File: src/rtl/fetch_stage.sv
// Instruction fetch: owns the PC, drives BRAM address, one instruction per cycle into IF/ID; data lags address by one edge.
// Stall holds PC and IF/ID word; redirects cost one bubble. FETCH_PERF_CNT_EN adds stall/bubble counters.
module fetch_stage #(
  parameter int                      PC_WIDTH    = 10,
  parameter int                      INSTR_WIDTH = 18,
  parameter logic [PC_WIDTH-1:0]     INT_VECTOR  = PC_WIDTH'(10'h3FF),
  parameter logic [INSTR_WIDTH-1:0]  NOP_INSTR   = INSTR_WIDTH'(18'h00000)
) (
  input  logic                    clk,
  input  logic                    reset,
  input  logic                    stall,
  input  logic                    squash,
  input  logic                    pc_load,
  input  logic [PC_WIDTH-1:0]     pc_load_addr,
  input  logic                    int_take,
  output logic [PC_WIDTH-1:0]     imem_addr,
  input  logic [INSTR_WIDTH-1:0]  imem_data,
  output logic [INSTR_WIDTH-1:0]  fetch_instr,
  output logic [PC_WIDTH-1:0]     fetch_pc,
  output logic                    fetch_valid,
  output logic [PC_WIDTH-1:0]     ret_pc,
  output logic [15:0]             stall_cnt,
  output logic [15:0]             bubble_cnt
);

  typedef enum logic [1:0] {
    ST_FILL = 2'd0,
    ST_RUN  = 2'd1,
    ST_HOLD = 2'd2
  } state_e;

  state_e                   state_q, state_d;
  logic [PC_WIDTH-1:0]      pc_q, pc_d;
  logic [PC_WIDTH-1:0]      fetch_pc_q, fetch_pc_d;
  logic [PC_WIDTH-1:0]      ret_pc_q, ret_pc_d;
  logic [INSTR_WIDTH-1:0]   hold_q, hold_d;
  logic [PC_WIDTH-1:0]      pc_inc;

  assign pc_inc = pc_q + PC_WIDTH'(1);

  always_comb begin
    state_d    = state_q;
    pc_d       = pc_q;
    fetch_pc_d = fetch_pc_q;
    ret_pc_d   = ret_pc_q;
    hold_d     = hold_q;
    if (int_take) begin
      // The word in IF/ID is squashed by the redirect, so it is where execution resumes.
      pc_d     = INT_VECTOR;
      ret_pc_d = fetch_pc_q;
      state_d  = ST_FILL;
    end else if (pc_load) begin
      pc_d    = pc_load_addr;
      state_d = ST_FILL;
    end else begin
      unique case (state_q)
        ST_FILL: begin
          pc_d       = pc_inc;
          fetch_pc_d = pc_q;
          state_d    = ST_RUN;
        end
        ST_RUN: begin
          if (stall) begin
            // BRAM moves on to mem[pc] at this edge, so capture the current word now.
            hold_d  = imem_data;
            state_d = ST_HOLD;
          end else begin
            pc_d       = pc_inc;
            fetch_pc_d = pc_q;
          end
        end
        ST_HOLD: begin
          if (!stall) begin
            pc_d       = pc_inc;
            fetch_pc_d = pc_q;
            state_d    = ST_RUN;
          end
        end
        default: state_d = ST_FILL;
      endcase
    end
  end

  always_ff @(posedge clk or posedge reset) begin
    if (reset) begin
      state_q    <= ST_FILL;
      pc_q       <= '0;
      fetch_pc_q <= '0;
      ret_pc_q   <= '0;
      hold_q     <= NOP_INSTR;
    end else begin
      state_q    <= state_d;
      pc_q       <= pc_d;
      fetch_pc_q <= fetch_pc_d;
      ret_pc_q   <= ret_pc_d;
      hold_q     <= hold_d;
    end
  end

  always_comb begin
    fetch_instr = NOP_INSTR;
    fetch_valid = 1'b0;
    if (!squash) begin
      unique case (state_q)
        ST_RUN: begin
          fetch_instr = imem_data;
          fetch_valid = 1'b1;
        end
        ST_HOLD: begin
          fetch_instr = hold_q;
          fetch_valid = 1'b1;
        end
        default: begin
          fetch_instr = NOP_INSTR;
          fetch_valid = 1'b0;
        end
      endcase
    end
  end

  assign imem_addr = pc_q;
  assign fetch_pc  = fetch_pc_q;
  assign ret_pc    = ret_pc_q;

`ifdef FETCH_PERF_CNT_EN
  logic [15:0] stall_cnt_q, stall_cnt_d;
  logic [15:0] bubble_cnt_q, bubble_cnt_d;

  always_comb begin
    stall_cnt_d  = stall_cnt_q;
    bubble_cnt_d = bubble_cnt_q;
    if ((state_q != ST_FILL) && stall && (stall_cnt_q != 16'hFFFF))
      stall_cnt_d = stall_cnt_q + 16'd1;
    if (!fetch_valid && (bubble_cnt_q != 16'hFFFF))
      bubble_cnt_d = bubble_cnt_q + 16'd1;
  end

  always_ff @(posedge clk or posedge reset) begin
    if (reset) begin
      stall_cnt_q  <= '0;
      bubble_cnt_q <= '0;
    end else begin
      stall_cnt_q  <= stall_cnt_d;
      bubble_cnt_q <= bubble_cnt_d;
    end
  end

  assign stall_cnt  = stall_cnt_q;
  assign bubble_cnt = bubble_cnt_q;
`else
  assign stall_cnt  = 16'd0;
  assign bubble_cnt = 16'd0;
`endif

endmodule

File: config.mk
export PLATFORM = sky130hd
export DESIGN_NAME = fetch_stage
export DESIGN_NICKNAME = d
export VERILOG_FILES = /design/src/rtl/fetch_stage.sv
export SDC_FILE = /design/constraint.sdc
export NUM_CORES = 1
export LEC_CHECK = 0
export ABC_AREA = 1
export CORE_ASPECT_RATIO = 1.25
export CORE_UTILIZATION = 35
export CTS_CLUSTER_DIAMETER = 100
export DETAILED_ROUTE_END_ITERATION = 7
export PLACE_DENSITY = 0.78
export SLEW_MARGIN = 0
export SYNTH_ARGS = -nofsm -noshare
export SYNTH_HDL_FRONTEND = slang
export SYNTH_SLANG_ARGS = --single-unit
File: constraint.sdc
create_clock -name clk -period 2.2 [get_ports clk]
set_input_delay 0.44 -clock clk [delete_from_list [all_inputs] [get_ports clk]]
set_output_delay 0.44 -clock clk [all_outputs]
set_load 0.02 [all_outputs]
Word-level counts from Yosys, hierarchy flattened
Cells that the tools add are included.

Register bits after elaboration: 50.

Bitwise logic cells: 2. Equal/unequal tests: 6. Reductions and logical operators: 8. Add/subtract/negate cells: 1. Muxes and demuxes: 15.

Operators by type and width (count): 10-bit 2-to-1 mux (4); 10-bit one-hot mux with 2 select lines (2); 18-bit one-hot mux with 2 select lines (1); 18-bit 2-to-1 mux (1); 10-bit by 1-bit adder with 10-bit output, second input constant (1); 2-bit 2-to-1 mux (4); 4-bit != test, second input constant (2); 4-bit AND reduction (2); 2-bit one-hot mux with 3 select lines (1); 4-bit by 2-bit != test with 1-bit output, second input constant (1); 2-bit AND reduction (2); 4-bit nonzero test (1); 2-bit by 1-bit equality test with 1-bit output, second input constant (1); 2-bit equality test, second input constant (1); 2-bit zero test (1); 1-bit 2-to-1 mux (2); 2-bit != test, second input constant (1); 1-bit inverter (2); 2-bit nonzero test (1); 2-bit OR reduction (1).

Longest topological paths before layout
Gate-level depths: netlist (run 1).

Depth in word-level cells: 5. Gate-level depth with buffers: 9. Gate-level depth less buffers: 9.

Least setup slack after synthesis (run 1)
Ideal clock, no wire load.

Kind: reg2out. From: register state_q[0]. To: output port fetch_instr[10]. Cell stages (with the launch flop): 8. Arrival time: 1.908 ns. Path slack: -0.148 ns. Cell sequence: dfrtp_1 > inv_1 > ha_1 > inv_1 > nor2_1 > clkinv_1 > buf_2 > a21oi_1.

Longest elaborated chain between the ends: 3. Elaborated cells between the ends (all ways): 4. Classes of those cells: eq/ne (2); mux (2).

Ends and longest elaborated chain: start, declared (RTL line 32) `state_e state_q, state_d;`; start signal, assigned (RTL line 92) `state_q <= state_d;`; 2-bit equality test / 2-bit by 1-bit equality test with 1-bit output (equally long branches) (RTL line 104) `unique case (state_q)`; 18-bit one-hot mux with 2 select lines * (RTL line 104); 18-bit 2-to-1 mux * (RTL line 103) `if (!squash) begin`; end, declared (RTL line 18) `output logic [INSTR_WIDTH-1:0] fetch_instr,`.

Every way passes the cells marked *; elsewhere a longest branch is shown, timed or not.

Worst setup path after layout (run 1)
From: register state_q[0]. To: output port fetch_instr[6].

Same word-level chain as after synthesis.

==> impl_metrics.py, run 1 <==
metrics = {
    "floorplanning": {
        "die-area_um2": 8280,
        "start_util_pct": 36.8,
        "core_um2": 7530,
        "rows": 35,
        "num_io_pins": 115,
        "die_h_um": 101,
        "fp.dieW_um": 81.6,
    },
    "route": {
        "routed_via_density": 4.49,
        "vias": 2431,
        "ant_nets": 0,
        "drc": 0,
        "wirelength_um": 6300,
        "drt_iter0_drc": 79,
        "wire_per_inst_um": 11.6,
        "dr.pass1.iters": 6,
    },
    "clock_tree": {
        "clock_latency_ns": 0.30,
        "ctsHoldBuffers": 0,
        "cts.clk_slew.worst_paths_ns": 0.09,
        "cts_htree_levels": 2,
        "clk_path_buf_depth": 2,
        "cts_tree": "done",
        "numCtsBuffers": 5,
        "cts.sinks": 50,
        "cts-root-buf": "clkbuf_8",
    },
    "status": {
        "outcome": "complete, no violations",
    },
    "grt": {
        "grt_pass1_vias": 2284,
        "grt_pass1_wl_um": 10100,
        "grt_max_degree": 51,
        "antenna_found_initial": 0,
        "grt_overflow": 0,
        "track_usage_pct": 15.5,
    },
    "final_layout": {
        "layout_common_cells": "115 x nand2_1, 63 x clkdlybuf4s50_1, 50 x dfrtp_1",
        "multi_input_area_um2": 1300,
        "n_fill_cell": 721,
        "diodes": 0,
        "layout_commonest_cell": "nand2_1",
        "area_growth_pct": 38.9,
        "fin_nets": 487,
        "drive_gt1_share_pct": 18.9,
        "finish.instance_area_um2": 3850,
        "seq_area_um2": 1250,
    },
    "yosys": {
        "netlist-cell-type-count": 23,
        "synthArstFlopShare_pct": 100,
        "ys.flop_type": "dfrtp_1",
        "synth_area_leaders": "dfrtp_1 45%, nand2_1 16%, buf_4 8.7%",
        "syn_area_per_cell_um2": 7.85,
        "ys_seq_area_share_pct": 45.1,
        "synth_top_area_share_pct": 45.1,
        "synth_cells": 353,
        "ys_warn_count": 0,
        "synth-seq-cells": 50,
        "synth-edff-count": 0,
        "yosysTopAreaCell": "dfrtp_1",
        "synth_area_um2": 2770,
    },
    "timing": {
        "setup_viol_count_final": 0,
        "tns_ns": 0,
        "fin_crit_sh_pct": 96.5,
        "max_freq_mhz": 471,
        "fin_crit_ns": 2.12,
        "timing.hold.ws_ns": 0.480,
        "hold_viol": 0,
        "fin_skew_ns": 0.00591,
        "final_max_slew_viol_count": 0,
    },
    "power": {
        "leakage_nw": 1.88,
        "ir_drop_v": 0.000323,
        "power.density_nw_per_um2": 679,
    },
    "flow_run": {
        "drv_cap": 0,
    },
    "placed_design": {
        "placed_cell_area_um2": 3720,
        "hpwlAfterDp_um": 4770,
        "gp_congestion": 0.898,
        "numPortBuffers": 82,
    },
    "setup_path": {
        "start_kind": "flop",
        "critPathRequiredTime_ns": 1.76,
        "cp_max_fo": 7,
        "cp_data_arrival_time_ns": 1.68,
        "end_kind": "primary output",
        "criticalPathCategory": "reg2out",
    },
    "hold_path": {
        "hp-class": "reg2reg",
    },
}
[cell usage after synthesis (2+ instances only)]
library cell and n:
buf_4 32, nand3_2 2, mux2_4 7, a21oi_1 30
mux2_2 2, ha_1 4, dfrtp_1 50, buf_2 6
o21ai_0 27, a22oi_1 2, nand2_1 115, nand2_2 2
clkbuf_1 5, nand3_1 7, nor2_1 22, inv_1 33
[metrics by stage]
stage	setup slack [ns]	cells	utilization (%)	power, mW
after floorplan	0.0882	384	-	1.74
after global placement	-0.271	532	49.4	2.07
after detailed placement	-0.304	532	49.4	2.10
after CTS	-0.00535	541	49.8	2.63
after global routing	-0.00646	542	51.1	2.79
final	0.0779	542	51.1	2.61
[metal layers]
metal / global-route usage, % / vias to the layer above / routed length, um
met4: 6.21 / 0 / 109
met3: 2.70 / 10 / 365
met2: 27.2 / 84 / 3190
met1: 18.6 / 1099 / 2640
li1: - / 1238 / -
met5: 0 / - / 0
[flip-flops by register name, summed over array words and instances, names as in the netlist]
register and flops:
hold_q 18, fetch_pc 10, imem_addr 10, ret_pc 10, state_q 2
[repair_timing]
item,CTS,global route
resized for setup,80,27
gates cloned,0,1
endpoints found under the setup margin,19,19
pin swaps,0,2
setup buffers,1,0
[worst paths after layout]
check / from / to / slack [ns] / depth (start not counted)
hold / removal: ret_pc[9]$_DFFE_PP0P_ / ret_pc[9]$_DFFE_PP0P_ / 0.48 / 2
setup / recovery: state_q[0]$_DFFE_PP0P_ / fetch_instr[6] / 0.08 / 8
setup reg to reg: state_q[1]$_DFFE_PP0P_ / imem_addr[7]$_DFFE_PP0P_ / 0.44 / 10
min in group asynchronous: reset / hold_q[14]$_DFFE_PP0P_ / 0.49 / 3
max in group asynchronous: reset / imem_addr[9]$_DFFE_PP0P_ / 1.47 / 3
hold reg to reg: ret_pc[9]$_DFFE_PP0P_ / ret_pc[9]$_DFFE_PP0P_ / 0.48 / 2
[cell type report]
type / count / area share [%]
repair buffers: 102 / 25.1
flip-flops and latches: 50 / 32.5
well taps: 92 / 2.99
inverters: 34 / 3.38
clock inverters: 3 / 0.553
clock buffers: 5 / 1.79
multi-input cells: 256 / 33.7
[logic make-up after synthesis]
family                   after synthesis  synth area share [%]
adder cells (fa/ha/maj)                4                  1.81
flip-flops                            50                  45.1
multiplexers                           9                  4.60
AND/OR/NAND/NOR                      151                  21.8
other                                  1                 0.135
buffers and inverters                 78                  15.4
AO/OA/AOI/OAI                         60                  11.1
[report_power, final]
part           leakage, nW  switching [mW]  internal (mW)
Clock               0.0441           0.301          0.224
Combinational         1.24           0.456          0.401
Sequential           0.595           0.130           1.10
[critical path, cell delays in order (launching register included)]
cell     delay (ns)
dfrtp_1        0.37
inv_2          0.06
ha_4           0.26
inv_1          0.07
nor2_4         0.15
inv_4          0.07
buf_6          0.14
a21oi_2        0.11
buf_4          0.15
Note: power is estimated with default switching activity, not from simulation.
==> run 2: changes to the inputs <==
- ABC_AREA: 1 -> default
- CTS_CLUSTER_DIAMETER: 100 -> default
==> run 2 against run 1 <==
Non-clock buffer count down 5. Flip-flop and latch count unchanged. Clock skew down 0.0015 ns. Largest power group unchanged.
==> impl_metrics.py, run 2 <==
metrics = {
    "yosys": {
        "synthArstFlopShare_pct": 100,
        "netlist-cell-type-count": 42,
        "synth.most_common_cell": "dfrtp_1",
        "synth-seq-cells": 50,
        "synth-edff-count": 0,
        "syn_area_per_cell_um2": 11.0,
        "ys.flop_type": "dfrtp_1",
        "synth_area_leaders": "dfrtp_1 46%, mux2_2 16%, buf_4 9.4%",
        "ys_warn_count": 0,
        "synth_top_area_share_pct": 45.9,
        "synthTopCellsByCount": "50 x dfrtp_1, 38 x mux2_2, 34 x buf_4, 25 x nor2_1, 18 x a22oi_1",
        "yosysTopAreaCell": "dfrtp_1",
        "synth_cells": 249,
        "synth_area_um2": 2730,
        "ys_seq_area_share_pct": 45.9,
    },
    "setup_path": {
        "worst_r2r_path_depth": 6,
        "criticalPathCategory": "reg2out",
        "cp_data_arrival_time_ns": 1.72,
        "end_kind": "primary output",
        "rr_startpoint": "state_q[0]$_DFFE_PP0P_",
        "start_kind": "flop",
        "cp_max_fo": 9,
        "critPathRequiredTime_ns": 1.76,
        "rrSetupSlack_ns": 0.13,
        "rr_endpoint": "imem_addr[4]$_DFFE_PP0P_",
    },
    "floorplanning": {
        "die-area_um2": 8150,
        "rows": 35,
        "num_io_pins": 115,
        "die_h_um": 101,
        "start_util_pct": 36.6,
        "core_um2": 7440,
        "fp.dieW_um": 81.0,
    },
    "final_layout": {
        "layout_common_cells": "63 x clkdlybuf4s50_1, 50 x dfrtp_1, 38 x mux2_2",
        "layout_commonest_cell": "clkdlybuf4s50_1",
        "diodes": 0,
        "finalNonFillerCells": 432,
        "largest_register_ffs": 18,
        "drive_gt1_share_pct": 26.5,
        "finish.instance_area_um2": 3660,
        "top_register": "hold_q",
        "area_growth_pct": 34.3,
        "fin_util_pct": 49.2,
        "fin_nets": 377,
    },
    "route": {
        "drt_iter0_drc": 89,
        "wire_per_inst_um": 14.1,
        "routed_via_density": 4.83,
        "drc": 0,
        "ant_nets": 0,
        "dr.pass1.iters": 4,
        "wirelength_um": 6080,
        "vias": 2087,
    },
    "power": {
        "power.density_nw_per_um2": 776,
        "ir_drop_v": 0.000421,
        "leakage_nw": 1.54,
        "power_mw": 2.84,
    },
    "timing": {
        "fin_skew_ns": 0.00437,
        "setup_viol_count_final": 0,
        "fin_crit_sh_pct": 98.2,
        "hold_viol": 0,
        "rsz0062_at_grt": "true",
        "tns_ns": 0,
        "fin_crit_ns": 2.16,
        "timing.hold.ws_ns": 0.447,
        "max_freq_mhz": 463,
        "final_max_slew_viol_count": 0,
        "setup_slack_ns": 0.0400,
    },
    "placed_design": {
        "gp_congestion": 0.800,
        "placed_cell_area_um2": 3640,
        "hpwlAfterDp_um": 4530,
        "dpl.cell_count": 424,
        "pre_cts_ws_ns": -0.123,
        "numPortBuffers": 82,
    },
    "clock_tree": {
        "numCtsBuffers": 5,
        "cts-root-buf": "clkbuf_8",
        "cts_htree_levels": 2,
        "clock_latency_ns": 0.30,
        "cts_tree": "done",
        "ctsHoldBuffers": 0,
        "cts.clk_slew.worst_paths_ns": 0.08,
        "clk_path_buf_depth": 2,
        "cts.sinks": 50,
    },
    "grt": {
        "track_usage_pct": 15.4,
        "antenna_found_initial": 0,
        "grt_pass1_vias": 2035,
        "grt_overflow": 0,
        "grt_max_degree": 33,
        "grt_pass1_wl_um": 9660,
    },
    "hold_path": {
        "hp-class": "in2async",
    },
    "flow_run": {
        "drv_cap": 0,
    },
    "status": {
        "outcome": "complete, no violations",
    },
}
run 2: cell count changes in the layout (fill, tap and decap cells not counted), moves of 10 or more:
cell,previous run,this run
nand2_1,115,9
a22oi_1,2,18
a21oi_1,12,2
inv_1,30,5
a21oi_2,18,0
buf_4,31,10
o21ai_0,27,4
buf_2,2,13
mux2_2,2,38
run 2: area by class of cell:
class                   count  area [um2]
inverters                   6        22.5
clock buffers               7        76.3
well taps                  92         115
clock inverters             1        30.0
fillers                   702        3780
repair buffers             97         902
multi-input cells         179        1270
flip-flops and latches     50        1250
run 2: power by group:
group / switching [mW] / internal (mW) / leakage (nW)
Clock: 0.293 / 0.340 / 0.0524
Sequential: 0.138 / 1.13 / 0.559
Combinational: 0.452 / 0.493 / 0.926
Total: 0.883 / 1.96 / 1.54
run 2: worst max-delay path by stage:
stage / startpoint / end / slack [ns]
floorplan: state_q[0]$_DFFE_PP0P_ / fetch_instr[10] / 0.20
global placement: squash / fetch_instr[15] / -0.11
detailed placement: squash / fetch_instr[5] / -0.12
CTS: state_q[0]$_DFFE_PP0P_ / fetch_instr[3] / 0.001
global route: state_q[1]$_DFFE_PP0P_ / fetch_instr[8] / -0.07
finish: state_q[0]$_DFFE_PP0P_ / fetch_instr[8] / 0.04
run 2: cell families (layout without fill, tap and decap cells):
| group | after synthesis | in the layout | synth area share, % |
|---|---|---|---|
| buf+inv | 51 | 111 | 12.1 |
| xor+xnor | 4 | 4 | 1.28 |
| flops | 50 | 50 | 45.9 |
| compound gates | 37 | 37 | 11.4 |
| other cells | 1 | 32 | 0.137 |
| simple gates | 63 | 63 | 11.4 |
| mux | 39 | 39 | 16.1 |
| fa+ha+maj | 4 | 4 | 1.83 |
run 2: metal layers:
metal / global-route usage (%) / vias to the layer above / wire length (um)
met2: 28.4 / 82 / 3150
met5: 0 / - / 0
met3: 3.89 / 5 / 438
met1: 17.6 / 1012 / 2440
li1: - / 988 / -
met4: 3.30 / 0 / 49
run 2: worst max-delay path, cell delays in order (launching register included):
cell and delay (ns):
dfrtp_1 0.39, inv_1 0.08, ha_1 0.32, nand2b_1 0.10, buf_4 0.18, nor2_1 0.10
clkdlybuf4s15_2 0.26
run 2: timing repair:
| item | CTS | global route |
|---|---|---|
| resized for setup | 51 | 19 |
| buffers inserted | 0 | 0 |
| setup endpoints to repair | 19 | 20 |
==> run 3: changes to the inputs <==
- RECOVER_POWER: default -> 25
==> run 3 against run 2 <==
Register-to-register slack barely moved. Global-route usage did not move. Worst setup slack improved by 0.0030 ns. Sequential share of layout area rose by 0.14 points. Clock power barely moved. Cell count did not move. Count of clock-buffer cells in the layout did not move. Non-clock buffer count did not move. Design area fell by 0.41%. Critical path depth did not move. Sequential power barely moved. Via count fell by 0.14%. Critical endpoint unchanged. Largest power group unchanged. Highest routed layer unchanged.
==> impl_metrics.py, run 3 (synthesis gave the netlist of run 2 again) <==
metrics = {
    "power": {
        "pwr-share-seq_pct": 44.6,
        "switchingPower_mw": 0.881,
        "ir_drop_v": 0.000421,
        "p_comb_share_pct": 33.2,
        "power.density_nw_per_um2": 778,
        "p_int_mw": 1.96,
        "leakage_nw": 1.53,
        "p_sw_share_pct": 31.0,
        "clkPwrFrac_pct": 22.3,
    },
    "timing": {
        "hold_viol": 0,
        "final_max_slew_viol_count": 0,
        "max_freq_mhz": 464,
        "setup_viol_count_final": 0,
        "fin_crit_sh_pct": 98.0,
        "setup_slack_ns": 0.0430,
        "max_slew.worst_pin.slew_ns": 0.810,
        "tns_ns": 0,
        "relSlewSlack_pct": 46.0,
        "rsz0062_at_grt": "true",
        "fin_skew_ns": 0.00472,
        "fin_crit_ns": 2.16,
    },
    "clock_tree": {
        "cts-root-buf": "clkbuf_8",
        "cts.sinks": 50,
        "numCtsBuffers": 5,
        "cts_setup_buffers": 0,
        "cts.clk_slew.worst_paths_ns": 0.08,
        "clk_path_buf_depth": 2,
        "ctsHoldBuffers": 0,
        "cts_htree_levels": 2,
        "cts_resized": 51,
        "cts_tree": "done",
        "clock_latency_ns": 0.30,
    },
    "floorplanning": {
        "fp.dieW_um": 81.0,
        "rows": 35,
        "die_h_um": 101,
        "core_um2": 7440,
        "start_util_pct": 36.6,
        "num_io_pins": 115,
        "die-area_um2": 8150,
    },
    "setup_path": {
        "end_kind": "primary output",
        "critPathRequiredTime_ns": 1.76,
        "cp_data_arrival_time_ns": 1.72,
        "worst_r2r_path_depth": 6,
        "cp_max_fo": 9,
        "rr_startpoint": "state_q[0]$_DFFE_PP0P_",
        "rrSetupSlack_ns": 0.13,
        "start_kind": "flop",
        "criticalPathCategory": "reg2out",
        "rr_endpoint": "imem_addr[4]$_DFFE_PP0P_",
    },
    "hold_path": {
        "min-delay-start": "ret_pc[2]$_DFFE_PP0P_",
        "hold_depth": 1,
        "hp-class": "reg2reg",
        "hold_path_end": "ret_pc[2]$_DFFE_PP0P_",
    },
    "flow_run": {
        "drv_cap": 0,
    },
    "route": {
        "wire_per_inst_um": 14.0,
        "vias": 2084,
        "drt_iter0_drc": 85,
        "wirelength_um": 6060,
        "dr.pass1.iters": 4,
        "drc": 0,
        "routed_via_density": 4.82,
        "ant_nets": 0,
    },
    "final_layout": {
        "largest_register_ffs": 18,
        "diodes": 0,
        "layout_commonest_cell": "clkdlybuf4s50_1",
        "fin_util_pct": 49.0,
        "layout_common_cells": "62 x clkdlybuf4s50_1, 50 x dfrtp_1, 38 x mux2_2",
        "drive_gt1_share_pct": 26.2,
        "area_growth_pct": 33.8,
        "top_register": "hold_q",
        "fin_nets": 377,
    },
    "grt": {
        "track_usage_pct": 15.4,
        "grt_overflow": 0,
        "grt_pass1_wl_um": 9660,
        "antenna_found_initial": 0,
        "grt_pass1_vias": 2035,
        "grt_max_degree": 33,
    },
    "placed_design": {
        "gp_congestion": 0.800,
        "pre_cts_ws_ns": -0.123,
        "hpwlAfterDp_um": 4530,
        "numPortBuffers": 82,
    },
    "status": {
        "outcome": "complete, no violations",
    },
}
-- run 3: through the flow --
step           instances  hold WS [ns]  instance area, um2  power, mW
4_1_cts              432         0.458                3760       2.88
2_1_floorplan        280         0.481                2840       1.84
6_report             432         0.512                3650       2.84
3_5_place_dp         424         0.495                3640       2.24
3_3_place_gp         424         0.488                3640       2.20
5_1_grt              432         0.535                3650       3.00
-- run 3: how the worst max path moves through the flow --
stage | from | cells after the start | end | slack, ns
after floorplan | state_q[0]$_DFFE_PP0P_ | 6 | fetch_instr[10] | 0.20
after global placement | squash | 5 | fetch_instr[15] | -0.11
after detailed placement | squash | 5 | fetch_instr[5] | -0.12
after CTS | state_q[0]$_DFFE_PP0P_ | 6 | fetch_instr[3] | 0.001
after global routing | state_q[1]$_DFFE_PP0P_ | 6 | fetch_instr[8] | -0.07
final | state_q[0]$_DFFE_PP0P_ | 6 | fetch_instr[8] | 0.04
-- run 3: power groups by stage --
stage | clock, mW | combinational (mW) | sequential [mW]
5_1_grt | 0.693 | 1.01 | 1.30
4_1_cts | 0.658 | 0.956 | 1.27
2_1_floorplan | 0 | 0.438 | 1.40
3_5_place_dp | 0 | 0.952 | 1.29
6_report | 0.632 | 0.941 | 1.27
3_3_place_gp | 0 | 0.932 | 1.27
-- run 3: critical path: stages, from the launching register on --
cell and delay, ns:
dfrtp_1 0.39, inv_1 0.08, ha_1 0.32, nand2b_1 0.10, buf_4 0.18, nor2_1 0.10, clkdlybuf4s15_2 0.26
-- run 3: cell type report --
type	count	area (um2)
Inverter	6	22.5
Clock inverter	1	30.0
Tap cell	92	115
Fill cell	704	3800
Multi-Input combinational cell	179	1270
Timing Repair Buffer	97	887
Sequential cell	50	1250
Clock buffer	7	76.3
-- run 3: layer usage --
metal	share of wire (%)	track usage (%)	vias up
li1	-	-	988
met1	40	17.6	1009
met2	52	28.4	82
met3	7.2	3.89	5
met4	0.81	3.30	0
met5	0	0	-
